<file path="src/rtl/fetch_align_buffer.sv">
// Instruction-fetch front end: issues word reads, queues halfwords and frames one instruction per handshake.
// Compressed (16-bit) support is enabled by defining RVC_EN; the default build handles 32-bit instructions only.
module fetch_align_buffer #(
    parameter logic [31:0] RESET_PC = 32'h0000_0000
) (
    input  logic        clk,
    input  logic        rst_n,
    input  logic        flush,
    input  logic [31:0] flush_pc,
    output logic        imem_req,
    output logic [31:0] imem_addr,
    input  logic        imem_rvalid,
    input  logic [31:0] imem_rdata,
    output logic        inst_valid,
    input  logic        inst_ready,
    output logic [31:0] inst,
    output logic [31:0] inst_pc,
    output logic        inst_is_c
);

    localparam logic [1:0] F_IDLE    = 2'd0;
    localparam logic [1:0] F_WAIT    = 2'd1;
    localparam logic [1:0] F_DISCARD = 2'd2;

    logic [1:0]  state_q, state_d;
    logic [15:0] q_q [4];
    logic [15:0] q_d [4];
    logic [1:0]  rd_ptr_q, rd_ptr_d;
    logic [2:0]  count_q, count_d;
    logic [31:0] fetch_pc_q, fetch_pc_d;
    logic [31:0] head_pc_q, head_pc_d;
    logic        skip_lo_q, skip_lo_d;

    logic [15:0] hw0_s, hw1_s;
    logic        is16_s;
    logic [2:0]  need_s;
    logic        pop_s;
    logic        take_s;
    logic [1:0]  wr_ptr_s;
    logic [2:0]  push_n_s, pop_n_s;
    logic        unused_s;

    assign hw0_s = q_q[rd_ptr_q];
    assign hw1_s = q_q[rd_ptr_q + 2'd1];

`ifdef RVC_EN
    assign is16_s   = (hw0_s[1:0] != 2'b11);
    assign unused_s = flush_pc[0];
`else
    // Without RVC every word is one instruction; low bits pass through for decode to flag.
    assign is16_s   = 1'b0;
    assign unused_s = ^flush_pc[1:0];
`endif

    assign need_s     = is16_s ? 3'd1 : 3'd2;
    assign inst_valid = !flush && (count_q >= need_s);
    assign pop_s      = inst_valid && inst_ready;
    assign take_s     = (state_q == F_WAIT) && imem_rvalid && !flush;
    assign wr_ptr_s   = rd_ptr_q + count_q[1:0];

    // Free-slot check uses registered count only, keeping inst_ready off the request path.
    assign imem_req  = rst_n && !flush && (state_q == F_IDLE) && (count_q <= 3'd2);
    assign imem_addr = fetch_pc_q;
    assign inst_pc   = head_pc_q;
    assign inst_is_c = is16_s && (count_q != 3'd0);

    // Instruction framing from the queue head.
    always_comb begin
        inst = 32'h0000_0000;
        if (count_q == 3'd0) begin
            inst = 32'h0000_0000;
        end else if (is16_s) begin
            inst = {16'h0000, hw0_s};
        end else begin
            inst = {hw1_s, hw0_s};
        end
    end

    // Next-state: fetch FSM, queue writes/pops, PC tracking and flush redirect.
    always_comb begin
        state_d    = state_q;
        q_d        = q_q;
        rd_ptr_d   = rd_ptr_q;
        count_d    = count_q;
        fetch_pc_d = fetch_pc_q;
        head_pc_d  = head_pc_q;
        skip_lo_d  = skip_lo_q;
        push_n_s   = 3'd0;
        pop_n_s    = 3'd0;

        case (state_q)
            F_IDLE: begin
                if (imem_req) state_d = F_WAIT;
                else          state_d = F_IDLE;
            end
            F_WAIT: begin
                if (imem_rvalid) state_d = F_IDLE;
                else if (flush)  state_d = F_DISCARD;
                else             state_d = F_WAIT;
            end
            F_DISCARD: begin
                if (imem_rvalid) state_d = F_IDLE;
                else             state_d = F_DISCARD;
            end
            default: state_d = F_IDLE;
        endcase

        if (flush) begin
            count_d    = 3'd0;
            rd_ptr_d   = 2'd0;
            fetch_pc_d = {flush_pc[31:2], 2'b00};
`ifdef RVC_EN
            head_pc_d  = {flush_pc[31:1], 1'b0};
            skip_lo_d  = flush_pc[1];
`else
            head_pc_d  = {flush_pc[31:2], 2'b00};
            skip_lo_d  = 1'b0;
`endif
        end else begin
            if (take_s) begin
                if (skip_lo_q) begin
                    q_d[wr_ptr_s] = imem_rdata[31:16];
                    push_n_s      = 3'd1;
                end else begin
                    q_d[wr_ptr_s]         = imem_rdata[15:0];
                    q_d[wr_ptr_s + 2'd1]  = imem_rdata[31:16];
                    push_n_s              = 3'd2;
                end
                skip_lo_d  = 1'b0;
                fetch_pc_d = fetch_pc_q + 32'd4;
            end else begin
                push_n_s = 3'd0;
            end
            if (pop_s) begin
                pop_n_s   = need_s;
                rd_ptr_d  = rd_ptr_q + need_s[1:0];
                head_pc_d = head_pc_q + (is16_s ? 32'd2 : 32'd4);
            end else begin
                pop_n_s = 3'd0;
            end
            count_d = count_q + push_n_s - pop_n_s;
        end
    end

    // State registers.
    always_ff @(posedge clk or negedge rst_n) begin
        if (!rst_n) begin
            state_q    <= F_IDLE;
            for (int i = 0; i < 4; i++) q_q[i] <= 16'h0000;
            rd_ptr_q   <= 2'd0;
            count_q    <= 3'd0;
            fetch_pc_q <= {RESET_PC[31:2], 2'b00};
            head_pc_q  <= {RESET_PC[31:1], 1'b0};
`ifdef RVC_EN
            skip_lo_q  <= RESET_PC[1];
`else
            skip_lo_q  <= 1'b0;
`endif
        end else begin
            state_q    <= state_d;
            q_q        <= q_d;
            rd_ptr_q   <= rd_ptr_d;
            count_q    <= count_d;
            fetch_pc_q <= fetch_pc_d;
            head_pc_q  <= head_pc_d;
            skip_lo_q  <= skip_lo_d;
        end
    end

endmodule
</file>
<file path="config.mk">
export PLATFORM = sky130hd
export DESIGN_NAME = fetch_align_buffer
export DESIGN_NICKNAME = d
export VERILOG_FILES = /design/src/rtl/fetch_align_buffer.sv
export SDC_FILE = /design/constraint.sdc
export NUM_CORES = 1
export LEC_CHECK = 0
export BUFFER_PORTS_ARGS = -buffer_cell sky130_fd_sc_hd__buf_2
export CELL_PAD_IN_SITES_DETAIL_PLACEMENT = 1
export CELL_PAD_IN_SITES_GLOBAL_PLACEMENT = 1
export CORE_ASPECT_RATIO = 1.25
export CORE_UTILIZATION = 30
export CTS_CLUSTER_DIAMETER = 40
export CTS_CLUSTER_SIZE = 14
export DETAILED_ROUTE_END_ITERATION = 16
export MAX_ROUTING_LAYER = met4
export PLACE_DENSITY = 0.72
export SYNTH_ARGS = -nofsm -noshare
export SYNTH_HDL_FRONTEND = slang
export SYNTH_SLANG_ARGS = --single-unit
</file>
<file path="constraint.sdc">
create_clock -name clk -period 3.9 [get_ports clk]
set_input_delay 0.975 -clock clk [delete_from_list [all_inputs] [get_ports clk]]
set_output_delay 0.975 -clock clk [all_outputs]
set_load 0.01 [all_outputs]
</file>
# == After elaboration in Yosys (flattened, before gate mapping) ==
# Cells that the tools add are included.
# totals
ff_bits,136
inputBits,69
output_inout_bits,99
elab_cells,82
# classes
addsub,8
n_lt_le_gt_ge,8
eq_ne,2
n_mux,34
n_bitwise,5
n_reduce_logical,15
# op_table
cell,count
$bwmux W64,3
$mux W32,5
$mux W16,6
$add A32 B3 Y32 const B,2
$bmux W16 S2,2
$demux W16 S2,2
$mux W64,1
$mux W2,7
$ge A3 B3 Y1 const B,4
$mux W3,4
$not A2 Y3,4
$logic_and A1 B1 Y1,9
$lt A3 B1 Y1 const B,2
$pmux W2 S3,1
$add A2 B1 Y2 const B,2
$reduce_bool A2 Y1,2
$add A3 B3 Y3,1
$ge A3 B2 Y1 const B,1
$le A3 B2 Y1 const B,1
$logic_not A3 Y1,1
$mux W1,3
$sub A3 B3 Y3,1
$add A2 B2 Y2,1
$add A2 B2 Y2 const B,1
other kinds (6),6

# == Depth between registers and ports, before layout ==
# logic_depth
depth_word,9
mapped_depth,8
depth_no_buf,7

# == Least setup slack after synthesis ==
# Ideal clock, no wire load.
# synth_path
path_kind,input -> output
from,input port flush
to,output port imem_req
t_arrival_ns,1.587
required_time_ns,2.925
slack_ns,1.338
stages,3
path_buffers,1
cell_sequence,clkbuf_1 nor4_1 and2_1
# synth_via
elab_chain_cells,4
# synth_lines
item,line_no,source
start: declaration,8,"input logic flush,"
$logic_not A1 Y1,62,assign imem_req = rst_n && !flush && (state_q == F_IDLE) && (count_q <= 3'd2);
$logic_and A1 B1 Y1 (3 in series),62,
end: declaration,10,"output logic imem_req,"
# Every way passes these cells.

# == Final worst setup path ==
# layout_path
from,register rd_ptr_q[1]
to,output port inst[16]
# layout_via
elab_chain_cells,6
# layout_lines
item,line_no,source
start: declaration,28,"logic [1:0] rd_ptr_q, rd_ptr_d;"
start signal: assignment,162,rd_ptr_q <= rd_ptr_d;
$add A2 B1 Y2,44,assign hw1_s = q_q[rd_ptr_q + 2'd1];
$not A2 Y3 (not written as such),44,
$bmux W16 S2,44,
$mux W16 (not written as such) (2 in series),44,
$mux W32,70,if (count_q == 3'd0) begin
end: declaration,16,"output logic [31:0] inst,"
# Every way passes these cells. The select of a mux whose other input is x is not followed.

==> impl_metrics.yaml <==
sta:
  finalClockSkew_ns: 0.00954
  fin_crit_ns: 2.98
  relSlewSlack: 0.245
  maxSlewViolCount: 0
  fmax_mhz: 336
  hold_viol: 0
  tns_ns: 0
  finalCritPeriodShare: 0.764
  fin_ws_ns: 0.921
  worstMarginPinSlew_ns: 1.12
  rsz0062_at_grt: "no"
  setup_viol: 0
power_and_ir_drop:
  p_leak_nw: 3.65
  power_density_mw_per_mm2: 572
  switching_share: 0.338
  intPower_w: 0.00322
  ir_drop_v: 0.000307
  power_w: 0.00487
  seqPwrFrac: 0.411
  power.switching_w: 0.00164
  combPwrFrac: 0.264
  pwr-share-clk: 0.325
setup_path:
  cp.required_ns: 2.92
  path_max_fanout: 22
  timing.rr.end: "imem_addr[9]$_DFFE_PN0N_"
  worstRegToRegCells: 4
  rr_startpoint: "imem_addr[5]$_DFFE_PN0N_"
  crit_type: "reg -> out"
  r2r_setup_slack_ns: 1.59
  crit_path_end_kind: "output pin"
  startpoint_type: "flip-flop"
  cp.arrival_ns: 2.00
global_route:
  grt_max_degree: 59
  antenna_found_initial: 6
  grt_pass1_wl_mm: 34.4
  overflow: 0
  grt_pass1_vias: 6238
  track_usage: 0.200
synthesis:
  ys_seq_area_frac: 0.472
  synth_edf_count: 0
  synth-async-reset-ratio: 1.00
  synth_cells: 663
  syn-cell-area_mm2: 0.00685
  ys_types: 54
  synth-seq-cells: 129
  synth-main-ff-cell: "dfrtp_1"
  post_synth.cell_area_avg_um2: 10.3
  ys_warn_count: 0
finish:
  area_growth_pct: 24.4
  fin_util: 0.382
  fillCellCount: 2585
  drive_gt1_frac: 0.339
  layout.nets: 887
floorplan:
  start_util: 0.307
  die_width_um: 137
  rows: 61
  die_height_um: 171
  coreArea_mm2: 0.0223
  dieArea_mm2: 0.0234
  io-pin-count: 168
routing:
  final_antenna_net_count: 0
  drt_iter0_drc: 335
  dr.pass1.iters: 4
  wl_per_cell_um: 19.8
  drc: 0
  via_per_inst: 5.38
  drt-total-wl_mm: 22.1
  vias: 6005
clock_network:
  cts.clk_slew.worst_paths_ns: 0.06
  cts_buffer_depth: 2
  cts_root_buf: "clkbuf_16"
  clock_sinks: 129
  clk_latency_ns: 0.42
  cts_tree: "yes"
  htreeDepth: 4
  hold_buffers: 0
  cts_resized: 0
  cts_buffers: 17
  cts_setup_buffers: 0
job:
  maxCapViolCount: 0
placement:
  dp_hpwl_mm: 16.0
  place_ws_ns: 1.03
  globalplace.congestion: 0.856
  io_buffers: 160
worst_hold_path:
  hp-class: "in -> async"
status:
  status: "finished clean"
## metal layers
metal  GRT usage  wire [um]  part of all wire  vias to the layer above
met1       0.240       9400              0.43                     2981
met4      0.0731        587             0.027                        0
met5           -          0                 0                        -
met3      0.0539       1440             0.065                       35
li1            -          -                 -                     2789
met2       0.319      10700              0.48                      200
## registers in the layout (all words and copies together) (netlist names)
| register | count |
|---|---|
| q_q | 64 |
| imem_addr | 30 |
| inst_pc | 30 |
| rd_ptr_q | 1 |
| count_q | 2 |
| state_q | 2 |
## layout make-up
cell class,instances,area [um2],share of cell area
multi-input combinational,485,3410,0.400
clock inverter,15,149,0.0175
tap,283,354,0.0416
sequential,129,3230,0.379
antenna,6,15.0,0.00176
inverter,11,41.3,0.00485
clock buffer,17,425,0.0500
timing repair buffer,171,890,0.104
## how the worst max path moves through the flow
stage | depth (start not counted) | start | endpoint | slack (ns)
after detailed placement | 5 | imem_rvalid | imem_addr[15]$_DFFE_PN0N_ | 1.03
after global routing | 4 | rd_ptr_q[1]$_DFFE_PN0N_ | inst[16] | 0.77
after floorplan | 3 | flush | imem_req | 1.34
after global placement | 5 | imem_rvalid | imem_addr[15]$_DFFE_PN0N_ | 1.08
final | 4 | rd_ptr_q[1]$_DFFE_PN0N_ | inst[16] | 0.92
after CTS | 4 | rd_ptr_q[1]$_DFFE_PN0N_ | inst[12] | 0.85
## Yosys cell counts (2+ instances only)
master    instances  area [um2]
ha_1              2        25.0
nand4b_1          2        17.5
and4_1           12         105
o311ai_0          2        17.5
o21ai_0           9        45.0
a211o_1           2        17.5
and3_1            5        31.3
or2_2             5        31.3
buf_4             5        37.5
inv_1            11        41.3
a21oi_1           8        40.0
nand2b_1          7        43.8
a211oi_1          5        37.5
nand3_1          29         145
mux2_1            2        22.5
and2_1            2        12.5
xor2_1            6        52.6
a221oi_1          2        17.5
or4_1            11        82.6
o31ai_1          11        82.6
nor3b_1           2        15.0
or3_1             9        56.3
buf_1            10        37.5
nor4_1           29         181
mux2_2           68         766
a31oi_1          18         113
nor3_1           19        95.1
nand3b_1          3        22.5
nor2b_1           6        37.5
nand4_1          13        81.3
a311oi_1         14         123
mux2i_1          33         330
or4b_1            2        20.0
nor2_1           71         267
o31a_1            3        26.3
xnor2_1          15         131
a21boi_0          2        15.0
dfrtp_1         129        3230
o41ai_1           3        26.3
nand2_1          37         139
clkbuf_1         26        97.6
## power by group through the flow
| stage | clock network [W] | registers (W) | logic [W] |
|---|---|---|---|
| finish | 0.00158 | 0.00200 | 0.00129 |
| global route | 0.00167 | 0.00205 | 0.00142 |
| CTS | 0.00163 | 0.00200 | 0.00132 |
| detailed placement | 0 | 0.00203 | 0.00131 |
| global placement | 0 | 0.00200 | 0.00128 |
| floorplan | 0 | 0.00193 | 0.000880 |
## worst max-delay path, cell delays in order (launching register included)
cell	delay, ns
dfrtp_2	0.82
buf_4	0.32
mux2i_1	0.20
nor2_1	0.07
buf_2	0.16
## cell usage in the layout (no fill, tap or decap), types with 12 or more instances in the layout
cell	count
a311oi_1	14
a31oi_1	18
and4_1	12
buf_2	159
clkbuf_16	17
dfrtp_1	128
mux2_2	68
mux2i_1	33
nand2_1	37
nand3_1	29
nand4_1	13
nor2_1	70
nor3_1	19
nor4_1	29
xnor2_1	15
## cells by family (layout without fill, tap and decap cells)
| logic type | count (synthesis) | in the layout | share of synthesized area |
|---|---|---|---|
| mux | 103 | 103 | 0.163 |
| flops | 129 | 129 | 0.472 |
| xor+xnor | 21 | 21 | 0.0269 |
| compound gates | 85 | 85 | 0.0887 |
| simple gates | 268 | 268 | 0.209 |
| other cells | 1 | 11 | 0.000548 |
| fa+ha+maj | 3 | 3 | 0.00658 |
| buf+inv | 53 | 214 | 0.0329 |
## metrics by stage
stage	hold slack [ns]	area, um2	instances
6_report	0.433	8510	1117
5_1_grt	0.436	8510	1117
4_1_cts	0.426	8500	1111
3_5_place_dp	0.487	7920	1079
3_3_place_gp	0.476	7920	1079
2_1_floorplan	0.464	6860	667
No activity file was read; power rests on OpenSTA's default activity.
